File: config.mk
export PLATFORM = sky130hd
export DESIGN_NAME = tag_fifo
export DESIGN_NICKNAME = d
export VERILOG_FILES = /design/src/rtl/tag_fifo.sv
export SDC_FILE = /design/constraint.sdc
export NUM_CORES = 1
export LEC_CHECK = 0
export CORE_UTILIZATION = 39
export CTS_CLUSTER_SIZE = 25
export DETAILED_ROUTE_END_ITERATION = 16
export SLEW_MARGIN = 20
export SYNTH_ARGS = -nofsm -noshare
export SYNTH_HDL_FRONTEND = slang
export SYNTH_SLANG_ARGS = --single-unit
File: constraint.sdc
create_clock -name clk -period 2.92 [get_ports clk]
set_input_delay 0.584 -clock clk [delete_from_list [all_inputs] [get_ports clk]]
set_output_delay 0.584 -clock clk [all_outputs]
set_load 0.01 [all_outputs]
File: src/rtl/tag_fifo.sv
`default_nettype none
// ============================================================================
// Module      : tag_fifo
// Description : Free-tag allocator for the rename stage. Keeps the pool of
//               unused rename tags in a circular FIFO. Dispatch pops one tag
//               per instruction, commit pushes retired tags back, and flush
//               returns every tag to the pool.
// Revision    : 1.0 - initial release
// ----------------------------------------------------------------------------
// Ports
//   clk           in   1        rising-edge clock
//   reset         in   1        asynchronous reset, active-low
//   alloc_ren     in   1        dispatch pops the head tag this cycle
//   alloc_tag     out  TAG_W    head tag (first-word fall-through)
//   alloc_empty   out  1        no free tag available
//   free_wen      in   1        commit returns free_tag this cycle
//   free_tag      in   TAG_W    tag being returned
//   flush         in   1        synchronous: return all tags to the pool
//   count         out  TAG_W+1  number of free tags held, 0..DEPTH
//   full          out  1        count == DEPTH
//   overflow_err  out  1        sticky: push while full with no pop
//   underflow_err out  1        sticky: pop while empty
// ============================================================================
module tag_fifo #(
    parameter int TAG_W = 6,
    parameter int DEPTH = 64   // must equal 2**TAG_W
) (
    input  logic             clk,
    input  logic             reset,
    input  logic             alloc_ren,
    output logic [TAG_W-1:0] alloc_tag,
    output logic             alloc_empty,
    input  logic             free_wen,
    input  logic [TAG_W-1:0] free_tag,
    input  logic             flush,
    output logic [TAG_W:0]   count,
    output logic             full,
    output logic             overflow_err,
    output logic             underflow_err
);

    localparam logic [TAG_W:0]   c_full_cnt = (TAG_W+1)'(DEPTH);
    localparam logic [TAG_W:0]   c_cnt_one  = (TAG_W+1)'(1);
    localparam logic [TAG_W-1:0] c_ptr_one  = TAG_W'(1);

    logic [TAG_W-1:0] r_mem [DEPTH];
    logic [TAG_W-1:0] r_rd_ptr;
    logic [TAG_W-1:0] r_wr_ptr;
    logic [TAG_W:0]   r_count;
    logic             r_overflow_err;
    logic             r_underflow_err;

    logic             w_full;
    logic             w_empty;
    logic             w_pop;
    logic             w_push;

    // Status flags are decoded from the registered count, so they never
    // reflect a same-cycle push (no bypass into an empty FIFO).
    assign w_full  = (r_count == c_full_cnt);
    assign w_empty = (r_count == '0);

    // A push is allowed at full when a pop frees the slot in the same cycle.
    assign w_pop  = alloc_ren & ~w_empty;
    assign w_push = free_wen & (~w_full | w_pop);

    // Storage, pointers and count. Reset and flush both reload the identity
    // pool mem[i]=i; flush takes priority over any same-cycle pop or push.
    always_ff @(posedge clk or negedge reset) begin
        if (!reset) begin
            for (int i = 0; i < DEPTH; i++) begin
                r_mem[i] <= TAG_W'(i);
            end
            r_rd_ptr <= '0;
            r_wr_ptr <= '0;
            r_count  <= c_full_cnt;
        end else if (flush) begin
            for (int i = 0; i < DEPTH; i++) begin
                r_mem[i] <= TAG_W'(i);
            end
            r_rd_ptr <= '0;
            r_wr_ptr <= '0;
            r_count  <= c_full_cnt;
        end else begin
            if (w_push) begin
                r_mem[r_wr_ptr] <= free_tag;
                r_wr_ptr        <= r_wr_ptr + c_ptr_one;
            end
            if (w_pop) begin
                r_rd_ptr <= r_rd_ptr + c_ptr_one;
            end
            case ({w_push, w_pop})
                2'b10:   r_count <= r_count + c_cnt_one;
                2'b01:   r_count <= r_count - c_cnt_one;
                default: r_count <= r_count;
            endcase
        end
    end

    // Sticky error flags; only reset clears them, flush leaves them alone.
    always_ff @(posedge clk or negedge reset) begin
        if (!reset) begin
            r_overflow_err  <= 1'b0;
            r_underflow_err <= 1'b0;
        end else begin
            if (free_wen && w_full && !w_pop) begin
                r_overflow_err <= 1'b1;
            end
            if (alloc_ren && w_empty) begin
                r_underflow_err <= 1'b1;
            end
        end
    end

    assign alloc_tag     = r_mem[r_rd_ptr];
    assign alloc_empty   = w_empty;
    assign count         = r_count;
    assign full          = w_full;
    assign overflow_err  = r_overflow_err;
    assign underflow_err = r_underflow_err;

endmodule
`default_nettype wire

==> impl_results.md <==
* Vertical die dimension at 233 µm
* Global-route met3 utilization at 3.36%
* Vias in the first global route at 15,241
* Max capacitance violation total at 0
* Filler instances at 4,700
* Maximum fanout along the worst path at 5
* Synthesized-area fraction occupied by and/or/nand/nor cells at 14.3%
* Worst Hold Margin at between 0.4 and 0.5 ns
* Area leader, netlist: dfrtp_1
* Worst slew margin relative to its limit at 30.2%
* Share of post-route cells with drive strength above 1 at between 30% and 40%
* DRC errors left at 0
* Worst path slowest cell: mux4_2
* Category of the worst setup path launch point: register
* Failing checks: setup timing
* Most used routing layer: met2
* Critical-path cell list: buf_12 > buf_6 > mux4_2 > a22o_1 > a211oi_2 > a21oi_1 > o211a_1 > buf_2
* Number of nets still failing antenna checks after routing at 0
* Final non-filler cell total at 2,625
* Clock tree buffer depth at 3
* Final routed wire length divided by cell count at 22.2 µm
* Count of final setup violators at 6
* Power density over the cells at 573 nW/µm²
* Pin count of the biggest net entering global routing at 120
* GRT met1 Usage at 30.8%
* Diode insertion count for antenna repair at 0
* Endpoint type of the worst setup path: output port
* Sequential element share of the synthesized area at 50.0%
* Leading cell types by total area after synthesis: dfrtp_1 26%, dfstp_2 24%, mux2i_1 12%
* HPWL after detailed placement at 36,600 µm
* Xor and xnor area share after synthesis at 0.422%
* Global-route total usage across every layer at 22.0%
* Number of violations reported at the end of detailed-routing iteration 0 at 1,252
* Number of vias after detailed routing at 14,850
* # placed instances at 2,516
* Run status: complete, but fails checks
* Number of enable-type register cells in the synthesized netlist at 0
* TritonCTS clock tree: built
* I/O Buffers at 27
* Effective utilization at floorplan at 39.5%
* Floorplan core area at around 53,000 µm²
* Global-route wire length before repair at 91,900 µm
* Area share of the largest cell type after synthesis at 25.6%
* Synth Net Count at 1,875
* Final hold violation count at 0
* Post-synthesis cell count at approximately 1,900
* Routed Wire Length at slightly below 60,000 µm
* Slew at the pin with the worst max-slew slack at 1.05 ns
* Peak Freq at 0.296 GHz
* Worst path setup slack after routing at -0.458 ns
* Required time at the worst-slack endpoint at about 2.3 ns
* Highest cell delay on the worst timing path at 0.52 ns
* Number of buffers created by CTS at 45
* Signed area change from the synthesized netlist to the final layout at 19.1%
* Post-synthesis average cell area at approximately 11 µm²
* Tightest Hold Check Type: input pin to register
* Share of synthesized cell area in full adder, half adder and majority cells at less than 1%
* Setup repair after global routing missed its margin: true
* Primary flip-flop cell chosen by synthesis mapping: dfrtp_1
* Num Clock Sinks at 405
* Compound-gate portion of the synthesized area at slightly below 10%
* Congestion Overflow GR at 0
* Routed via count divided by cell count at 5.66
* Final period util at 116%
* Worst-skew pair later-pin latency at 0.59 ns
* Slew Viols, Final at 0
* Post-synthesis sequential element count at ~410
* Share of synthesized registers carrying an async set or reset at 100%
* Synth Warn # at 0
* Clock skew at 0.0237 ns
* Initial antenna violation count at 0
* Peak ir drop on the vdd network at 0.389 mV
* Main combinational cell family by area after synthesis: multiplexers
* Cell at the root of the clock tree: clkbuf_16
* Post-synthesis mux area share at 21.0%
* Arrival time of the worst setup path at roughly 2.8 ns
* Drt pass-1 iters at 7
* Register clock-pin slew on the reported worst setup and hold paths at 0.06 ns
* Floorplan die width at 233 µm
* Die area at 54,100 µm²
* Final critical delay including setup and external delays at around 3.4 ns
* Start-to-end type of the worst setup path: register to output port
* Leakage power total at 10.5 nW
* # nets final at ~1,900
* Global placer's final weighted congestion at 0.847
* Io pins at 28
* Count of distinct cell types in the synthesized netlist at 61
* Post-synthesis cell area at between 20,000 and 25,000 µm²
* H-tree depth at 2
* Row count at 84
* Met2 routing resource usage after global routing at 35.1%
-- layout by cell type, fill, tap and decap left out, types with 5 or more instances in the layout --
cell / instances
buf_8: 5
nand3_2: 35
clkbuf_1: 8
nand3_1: 9
o221ai_1: 7
buf_6: 9
a22oi_1: 5
ha_1: 7
clkinv_2: 6
clkdlybuf4s50_1: 12
a211oi_2: 7
mux2i_1: 226
and3_1: 32
buf_2: 9
a21o_1: 6
buf_12: 31
dfrtp_1: 209
buf_4: 106
inv_1: 8
clkbuf_8: 18
xnor2_1: 6
mux2i_4: 10
mux4_2: 77
nor2_2: 5
clkbuf_16: 48
dfstp_2: 193
o31a_1: 113
mux2_2: 20
nor2_1: 298
nor3_1: 82
nor2b_1: 5
nand2_1: 130
a21oi_1: 88
-- cell type report --
| type | instances | area, µm² | area share, % |
|---|---|---|---|
| tap | 688 | 861 | 3.48 |
| clock inverter | 11 | 133 | 0.537 |
| timing repair buffer | 178 | 1890 | 7.64 |
| clock buffer | 73 | 1450 | 5.88 |
| inverter | 8 | 30.0 | 0.121 |
| multi-input combinational | 1262 | 9970 | 40.3 |
| sequential | 405 | 10400 | 42.0 |
-- layer usage --
metal  routed length (µm)  share of wire, %
met3                 2660               4.6
met4                 1510               2.6
met1                26700                46
met2                27400                47
met5                    0                 0
-- synth_stat cells, types with 3 or more instances --
cell	instances
nor2_1	304
mux2i_1	239
dfrtp_1	212
dfstp_2	193
nand2_1	131
o31a_1	113
clkbuf_1	102
a21oi_1	89
nor3_1	82
mux4_2	77
buf_2	44
and3_1	35
nand3_2	35
mux2_2	21
buf_1	19
buf_6	9
nand3_1	9
a211oi_1	8
inv_1	8
o2111ai_1	8
o221ai_1	8
a22oi_1	7
ha_1	7
nor2b_1	7
o21ai_0	7
a21o_1	6
buf_4	6
xnor2_1	6
o22ai_1	5
a221oi_1	4
and3b_1	4
or2_2	4
xor2_1	4
a211o_1	3
and2_1	3
nor3b_2	3
or3_1	3
-- cells by family after synthesis --
kind of cell             after synthesis
AO/OA/AOI/OAI                        273
buffers and inverters                189
flip-flops                           405
XOR/XNOR                              10
multiplexers                         337
AND/OR/NAND/NOR                      634
adder cells (fa/ha/maj)                8
-- repair_timing --
action	4_1_cts	5_1_grt
resized for setup	96	21
pin swaps	23	10
setup buffers	20	4
hold endpoints to repair	30	0
gates cloned	3	1
endpoints found under the setup margin	7	8
hold buffers	1	0
-- power breakdown --
| group | internal [mW] | switching (mW) | total (mW) |
|---|---|---|---|
| registers | 5.71 | 0.109 | 5.82 |
| clock network | 3.66 | 2.35 | 6.01 |
| logic | 1.07 | 1.26 | 2.33 |
| total | 10.4 | 3.72 | 14.2 |
-- sequential cells by signal (all words and copies together) (netlist names) --
register,count
underflow_err,1
r_mem,384
r_rd_ptr,6
r_wr_ptr,6
count,7
overflow_err,1
-- worst paths after layout --
path | start | endpoint | slack (ns) | cells after the start
worst max-delay path | r_rd_ptr[0] | alloc_tag[4] | -0.46 | 8
worst max register to register | count[3] | count[6] | 0.21 | 10
worst min-delay path | flush | r_wr_ptr[2] | 0.42 | 2
worst min register to register | underflow_err | underflow_err | 0.46 | 1
max in group asynchronous | reset | r_mem[161] | 1.51 | 3
min in group asynchronous | reset | underflow_err | 0.54 | 2
-- worst max-delay path, delay by kind of cell, from the launching register on --
family	cells	cell delay (ns)
AOI/OAI and AO/OA	4	0.75
buffers and inverters	3	0.44
muxes	1	0.52
DFF	1	0.51
-- metrics by stage --
stage	setup TNS, ns	power [mW]	setup WS [ns]	util (%)	area [µm²]
after global placement	-2.12	7.93	-0.330	42.6	22400
after detailed placement	-2.38	7.96	-0.377	42.6	22400
after CTS	-2.73	14.3	-0.483	46.8	24600
final	-2.63	14.2	-0.458	47.0	24700
after global routing	-2.96	14.7	-0.516	47.0	24700
after floorplan	0	7.04	0.158	-	20800
Power figures use the tool's default switching activity.
